`config.mk`:
```
export PLATFORM = sky130hd
export DESIGN_NAME = bomb_fuse_timer
export DESIGN_NICKNAME = d
export VERILOG_FILES = /design/src/rtl/bomb_pkg.sv /design/src/rtl/bomb_fuse_timer_frame_counter.sv /design/src/rtl/bomb_fuse_timer.sv
export SDC_FILE = /design/constraint.sdc
export NUM_CORES = 1
export LEC_CHECK = 0
export ABC_AREA = 0
export CAP_MARGIN = 10
export CORE_ASPECT_RATIO = 1.1
export CORE_MARGIN = 2
export CORE_UTILIZATION = 55
export CTS_BUF_LIST = sky130_fd_sc_hd__clkbuf_16
export DETAILED_ROUTE_END_ITERATION = 8
export GPL_ROUTABILITY_DRIVEN = 0
export GPL_TIMING_DRIVEN = 0
export PLACE_DENSITY_LB_ADDON = 0.3
export RECOVER_POWER = 25
export SYNTH_ARGS = -nofsm -noshare
export SYNTH_HDL_FRONTEND = slang
export SYNTH_HIERARCHICAL = 1
export SYNTH_SLANG_ARGS = --single-unit
```
`constraint.sdc`:
```
create_clock -name frame_clk -period 3.57 [get_ports frame_clk]
set_input_delay 0.5355 -clock frame_clk [delete_from_list [all_inputs] [get_ports frame_clk]]
set_output_delay 0.5355 -clock frame_clk [all_outputs]
set_load 0.05 [all_outputs]
```
`src/rtl/bomb_pkg.sv`:
```
// Shared definitions for the bomb fuse/explosion sequencer and the bomb block.
package bomb_pkg;

    // Phase codes seen by the bomb placement/explosion block on bomb_state.
    typedef enum logic [3:0] {
        IDLE    = 4'b0000,
        ARMED   = 4'b0010,
        EXPLODE = 4'b0001,
        CLEAR   = 4'b1111
    } bomb_state_t;

    // Default frame counts (60 Hz frame clock).
    localparam int unsigned DEF_FUSE_FRAMES    = 180;
    localparam int unsigned DEF_WARN_FRAMES    = 60;
    localparam int unsigned DEF_EXPLODE_FRAMES = 32;
    localparam int unsigned DEF_ANIM_DIV       = 8;
    localparam int unsigned DEF_BLINK_DIV      = 4;

    // Explosion animation stage from an explosion frame count, saturating at 3.
    function automatic logic [1:0] anim_stage(input logic [7:0] count, input logic [7:0] div);
        logic [7:0] raw;
        raw = count / div;
        if (raw > 8'd3) begin
            anim_stage = 2'd3;
        end else begin
            anim_stage = raw[1:0];
        end
    endfunction

endpackage

```
`src/rtl/bomb_fuse_timer_frame_counter.sv`:
```
// Loadable 8-bit up/down frame counter with enable, synchronous clear and
// terminal flag. Counting stops at the terminal value (0 when counting down,
// term_val when counting up), so the counter never wraps.
module frame_counter (
    input  logic       clk,
    input  logic       rst,
    input  logic       clr,
    input  logic       load,
    input  logic [7:0] load_val,
    input  logic       en,
    input  logic       up,
    input  logic [7:0] term_val,
    output logic [7:0] count,
    output logic       at_term
);

    logic [7:0] count_q;
    logic [7:0] count_d;

    // Next count: clear beats load beats counting; hold at the terminal value.
    always_comb begin
        count_d = count_q;
        if (clr) begin
            count_d = 8'd0;
        end else if (load) begin
            count_d = load_val;
        end else if (en) begin
            if (up) begin
                if (count_q != term_val) begin
                    count_d = count_q + 8'd1;
                end else begin
                    count_d = count_q;
                end
            end else begin
                if (count_q != 8'd0) begin
                    count_d = count_q - 8'd1;
                end else begin
                    count_d = count_q;
                end
            end
        end else begin
            count_d = count_q;
        end
    end

    // Counter register with synchronous reset.
    always_ff @(posedge clk) begin
        if (rst) begin
            count_q <= 8'd0;
        end else begin
            count_q <= count_d;
        end
    end

    assign count   = count_q;
    assign at_term = up ? (count_q == term_val) : (count_q == 8'd0);

endmodule

```
`src/rtl/bomb_fuse_timer.sv`:
```
// Per-bomb fuse/explosion sequencer: arms on bomb_check, counts the fuse down,
// runs the explosion animation, then holds CLEAR until the bomb block lets go.
module bomb_fuse_timer
    import bomb_pkg::*;
#(
    parameter int unsigned FUSE_FRAMES    = DEF_FUSE_FRAMES,
    parameter int unsigned WARN_FRAMES    = DEF_WARN_FRAMES,
    parameter int unsigned EXPLODE_FRAMES = DEF_EXPLODE_FRAMES,
    parameter int unsigned ANIM_DIV       = DEF_ANIM_DIV,
    parameter int unsigned BLINK_DIV      = DEF_BLINK_DIV
) (
    input  logic       frame_clk,
    input  logic       Reset,
    input  logic       bomb_check,
    input  logic       chain_hit,
    output logic [3:0] bomb_state,
    output logic [7:0] fuse_left,
    output logic       blink,
    output logic [1:0] explode_stage,
    output logic       explode_pulse
);

    localparam logic [7:0] FUSE_LOAD = 8'(FUSE_FRAMES - 1);
    localparam logic [7:0] WARN_LIM  = 8'(WARN_FRAMES);
    localparam logic [7:0] EXPL_LAST = 8'(EXPLODE_FRAMES - 1);
    localparam logic [7:0] ANIM_D    = 8'(ANIM_DIV);
    localparam logic [7:0] BLINK_TOP = 8'(BLINK_DIV - 1);

    bomb_state_t state_q, state_d;
    logic        pulse_q, pulse_d;
    logic [1:0]  stage_q, stage_d;
    logic        blink_q, blink_d;
    logic        warn_q, warn_d;
    logic [7:0]  div_q, div_d;

    logic        fuse_clr, fuse_load, fuse_en, fuse_term;
    logic [7:0]  fuse_cnt;
    logic        expl_clr, expl_en, expl_term;
    logic [7:0]  expl_cnt;

    frame_counter u_fuse (
        .clk      (frame_clk),
        .rst      (Reset),
        .clr      (fuse_clr),
        .load     (fuse_load),
        .load_val (FUSE_LOAD),
        .en       (fuse_en),
        .up       (1'b0),
        .term_val (8'd0),
        .count    (fuse_cnt),
        .at_term  (fuse_term)
    );

    frame_counter u_expl (
        .clk      (frame_clk),
        .rst      (Reset),
        .clr      (expl_clr),
        .load     (1'b0),
        .load_val (8'd0),
        .en       (expl_en),
        .up       (1'b1),
        .term_val (EXPL_LAST),
        .count    (expl_cnt),
        .at_term  (expl_term)
    );

    // Next state, counter controls and next values of the registered outputs.
    always_comb begin
        state_d   = state_q;
        pulse_d   = 1'b0;
        stage_d   = 2'd0;
        warn_d    = 1'b0;
        fuse_clr  = 1'b0;
        fuse_load = 1'b0;
        fuse_en   = 1'b0;
        expl_clr  = 1'b0;
        expl_en   = 1'b0;
        case (state_q)
            IDLE: begin
                if (bomb_check) begin
                    state_d   = ARMED;
                    fuse_load = 1'b1;
                    warn_d    = (FUSE_LOAD < WARN_LIM);
                end else begin
                    state_d = IDLE;
                end
            end
            ARMED: begin
                if (!bomb_check) begin
                    // Bomb removed: quiet return, fuse_left reads 0 again.
                    state_d  = IDLE;
                    fuse_clr = 1'b1;
                end else if (chain_hit || fuse_term) begin
                    // Chain hit and fuse expiry together still give one entry.
                    state_d  = EXPLODE;
                    fuse_clr = 1'b1;
                    expl_clr = 1'b1;
                    pulse_d  = 1'b1;
                end else begin
                    state_d = ARMED;
                    fuse_en = 1'b1;
                    warn_d  = ((fuse_cnt - 8'd1) < WARN_LIM);
                end
            end
            EXPLODE: begin
                if (expl_term) begin
                    state_d  = CLEAR;
                    expl_clr = 1'b1;
                end else begin
                    state_d = EXPLODE;
                    expl_en = 1'b1;
                    stage_d = anim_stage(expl_cnt + 8'd1, ANIM_D);
                end
            end
            CLEAR: begin
                if (!bomb_check) begin
                    state_d = IDLE;
                end else begin
                    state_d = CLEAR;
                end
            end
            default: begin
                state_d  = IDLE;
                fuse_clr = 1'b1;
                expl_clr = 1'b1;
            end
        endcase

        // Warning blink: starts shown on the first warning frame, then flips
        // every BLINK_DIV frames for as long as the window lasts.
        if (warn_d) begin
            if (warn_q) begin
                if (div_q == BLINK_TOP) begin
                    div_d   = 8'd0;
                    blink_d = ~blink_q;
                end else begin
                    div_d   = div_q + 8'd1;
                    blink_d = blink_q;
                end
            end else begin
                div_d   = 8'd0;
                blink_d = 1'b1;
            end
        end else begin
            div_d   = 8'd0;
            blink_d = 1'b0;
        end
    end

    // State and registered outputs; reset aborts any fuse or explosion.
    always_ff @(posedge frame_clk) begin
        if (Reset) begin
            state_q <= IDLE;
            pulse_q <= 1'b0;
            stage_q <= 2'd0;
            blink_q <= 1'b0;
            warn_q  <= 1'b0;
            div_q   <= 8'd0;
        end else begin
            state_q <= state_d;
            pulse_q <= pulse_d;
            stage_q <= stage_d;
            blink_q <= blink_d;
            warn_q  <= warn_d;
            div_q   <= div_d;
        end
    end

    assign bomb_state    = state_q;
    assign fuse_left     = fuse_cnt;
    assign blink         = blink_q;
    assign explode_stage = stage_q;
    assign explode_pulse = pulse_q;

endmodule

```
==> results.py <==
metrics = {
    "outcome": {
        "status": "complete, no violations",
    },
    "worst_setup_path": {
        "cpLargestDelayFamily": "simple AND/OR/NAND/NOR gates",
        "slowest_stage": "or4b_1",
        "worstSetupStartpointType": "flop",
        "path_buf_inv": 0,
        "ff2ff_setup_slack_ns": 1.15,
        "end_kind": "flop",
        "critPathKind": "flop to flop",
        "crit_required_ns": 3.77,
        "crit_chain": "nor4_1 -> nand3_1 -> o31ai_1 -> or4b_1 -> a21oi_1 -> nor2b_1 -> nor2_1 -> o21ai_0 -> a21oi_1",
        "path_max_fanout": 8,
        "critPathMaxStageDelay_ns": 0.53,
        "cp_common_cell": "a21oi_1",
        "cp_data_arrival_time_ns": 2.62,
    },
    "clock_network": {
        "cts_tree": "yes",
        "clkSinkCount": 32,
        "numCtsBuffers": 5,
        "clock_path_buffers": 2,
        "cts_resized": 0,
        "htree_levels": 2,
        "postCtsSetupBuffers": 0,
        "cts_root_buf": "clkbuf_16",
        "cts_hold_buf": 0,
        "clkLatencyLatePin_ns": 0.28,
        "clkTransAtPathRegs_ns": 0.05,
    },
    "timing": {
        "fin_setup_tns_ns": 0,
        "finalHoldViolCount": 0,
        "maxSlewHeadroom_pct": 63.60,
        "skew_ns": 0.008518,
        "tightestPinTransition_ns": 0.5413,
        "fmax_mhz": 412.6,
        "min_period_ns": 2.424,
        "rsz0062_at_grt": "no",
        "setup_viol": 0,
        "post-route-period-util_pct": 67.90,
        "drv_slew": 0,
    },
    "layout": {
        "nets": 373,
        "num_antenna_cells": 0,
        "fillers": 367,
        "layout-drive-gt1-share_pct": 7.042,
        "multi_input_area_sq_mm": 0.001790,
        "seqCellArea_sq_um": 640.6,
        "stdcell_count": 409,
        "area_growth_pct": 23.66,
    },
    "pwr": {
        "finalPower_w": 0.001207,
        "p_leak_nw": 1.183,
        "vdd_drop_max_v": 0.0003122,
        "power_density_mw_per_mm2": 406.4,
    },
    "floorplan": {
        "die_h_um": 73.30,
        "io_pins": 20,
        "start_util_pct": 56.44,
        "die_width_um": 67.00,
        "core-area_sq_mm": 0.004254,
        "die-area_sq_mm": 0.004910,
        "rows": 25,
    },
    "yosys": {
        "ys_types": 47,
        "synth_seq_cells": 32,
        "synth.area.top_cells": "dfxtp_1 (27%), xnor2_1 (9.8%), ha_1 (6.8%), a21oi_1 (6.5%), o21ai_0 (4.2%)",
        "synth_largest_area_cell": "dfxtp_1",
        "ys_async_sr_fraction_pct": 0,
        "synth_top_area_share_pct": 26.68,
        "yosys_warnings": 6,
        "yosysSeqAreaShare_pct": 26.68,
        "synthFlopType": "dfxtp_1",
        "syn_inst": 285,
        "syn_area_sq_mm": 0.002401,
        "synth_area_per_cell_sq_um": 8.425,
        "synth_edf_count": 0,
    },
    "placed_design": {
        "portBuffers": 19,
        "dp_cells": 401,
        "dp_hpwl_um": 3805,
    },
    "global_route": {
        "grt_usage_pct": 23.17,
        "grt_first_pass_wirelength_um": 8845,
        "grt_max_degree": 12,
        "antenna_found_initial": 0,
        "grt_overflow": 0,
        "grt_pass1_vias": 2006,
    },
    "min_path": {
        "hp-class": "flop to flop",
    },
    "flow_run": {
        "drv_cap": 0,
    },
    "drt": {
        "vias": 2200,
        "ant_nets": 0,
        "wl_per_cell_um": 12.71,
        "dr.first_iter.drc_count": 90,
        "remaining_drc_errors": 0,
        "avgViaCountPerCell": 5.379,
        "routed_wl_um": 5197,
        "drt_pass1_iterations": 4,
    },
}
==> flip-flops by register name, indices dropped and copies added, names as in the netlist <==
| register | count |
|---|---|
| u_expl/count | 8 |
| bomb_state | 3 |
| blink | 1 |
| explode_pulse | 1 |
| explode_stage | 2 |
| div_q | 8 |
| warn_q | 1 |
| u_fuse/count | 8 |
==> report_power, final <==
group          internal [W]  switching [W]  total, W
clock network      0.000328       0.000162  0.000489
registers          0.000375      0.0000362  0.000412
logic              0.000130       0.000176  0.000306
==> through the flow <==
| stage | util (%) | area, sq um | hold slack [ns] | setup slack (ns) |
|---|---|---|---|---|
| floorplan | - | 2562 | 0.4635 | 1.200 |
| global placement | 66.29 | 2820 | 0.4865 | 1.127 |
| detailed placement | 66.29 | 2820 | 0.4979 | 1.099 |
| CTS | 70.24 | 2988 | 0.5052 | 1.134 |
| global route | 69.79 | 2969 | 0.5377 | 0.8527 |
| finish | 69.79 | 2969 | 0.5010 | 1.146 |
==> tightest hold or removal path: cells and delay by family, from the launching register on <==
| kind | cells | cell delay [ns] |
|---|---|---|
| AOI/OAI and AO/OA | 2 | 0.13 |
| DFF | 1 | 0.32 |
==> kinds of logic after synthesis <==
group	after synthesis	synth area share, %
AND/OR/NAND/NOR	97	23.24
AO/OA/AOI/OAI	79	20.74
XOR/XNOR	33	12.04
flip-flops	32	26.68
buffers and inverters	19	4.690
adder cells (fa/ha/maj)	15	8.442
multiplexers	8	3.856
other	2	0.3128
==> cell usage in the layout (no fill, tap or decap), types with 3 or more instances in the layout <==
cell type,netlist,layout
a211oi_1,4,4
a21o_1,3,3
a21oi_1,31,31
buf_6,5,5
clkbuf_16,0,5
clkdlybuf4s50_1,0,17
conb_1,2,45
dfxtp_1,32,32
ha_1,13,13
inv_1,11,11
mux2i_1,7,7
nand2_1,8,8
nand3_1,18,18
nand4_1,6,6
nor2_1,23,23
nor3_1,12,12
nor4_1,4,4
nor4b_1,1,4
o2111ai_1,4,4
o21ai_0,20,20
o21bai_1,4,4
o31ai_1,3,3
or3_1,6,6
xnor2_1,27,27
xor2_1,6,6
==> cell usage after synthesis (all sizes together), types with 2 or more instances <==
master and n:
or4b 2, nor2 23, o21ai 21, dfxtp 32, nand4 6, mux2i 8
or4 2, o211ai 2, o21bai 4, nor4 4, a211oi 4, nand3 19
a21o 3, nor2b 2, fa 2, nor3 12, clkbuf 2, xnor2 27
a21oi 31, nand2 8, o2111ai 4, o311ai 2, xor2 6, o31ai 5
nor3b 2, conb 2, inv 11, nor4b 4, buf 6, nand2b 2
or3 6, ha 13, or2 2
==> metal layers <==
layer / up-vias / GRT usage, % / part of all wire [%]
met2: 29 / 41.89 / 53
met3: 7 / 4.594 / 2.6
li1: 1143 / - / -
met5: - / 0 / 0
met1: 1021 / 27.79 / 43
met4: 0 / 6.122 / 1.5
==> path summary, 6_finish.rpt <==
path	from	endpoint	cells after the start
min reg2reg	div_q[7]	div_q[7]	2
max reg2reg	u_fuse/count[0]	u_fuse/count[1]	9
min	div_q[7]	div_q[7]	2
max	u_fuse/count[0]	u_fuse/count[1]	9
==> layout make-up <==
class / count / area share, %
clock inverter: 3 / 1.433
clock buffer: 5 / 4.214
timing repair buffer: 19 / 6.405
tap: 54 / 2.276
sequential: 32 / 21.58
multi-input combinational: 277 / 60.30
buffer: 8 / 2.402
inverter: 11 / 1.391
No activity file was read; power rests on OpenSTA's default activity.
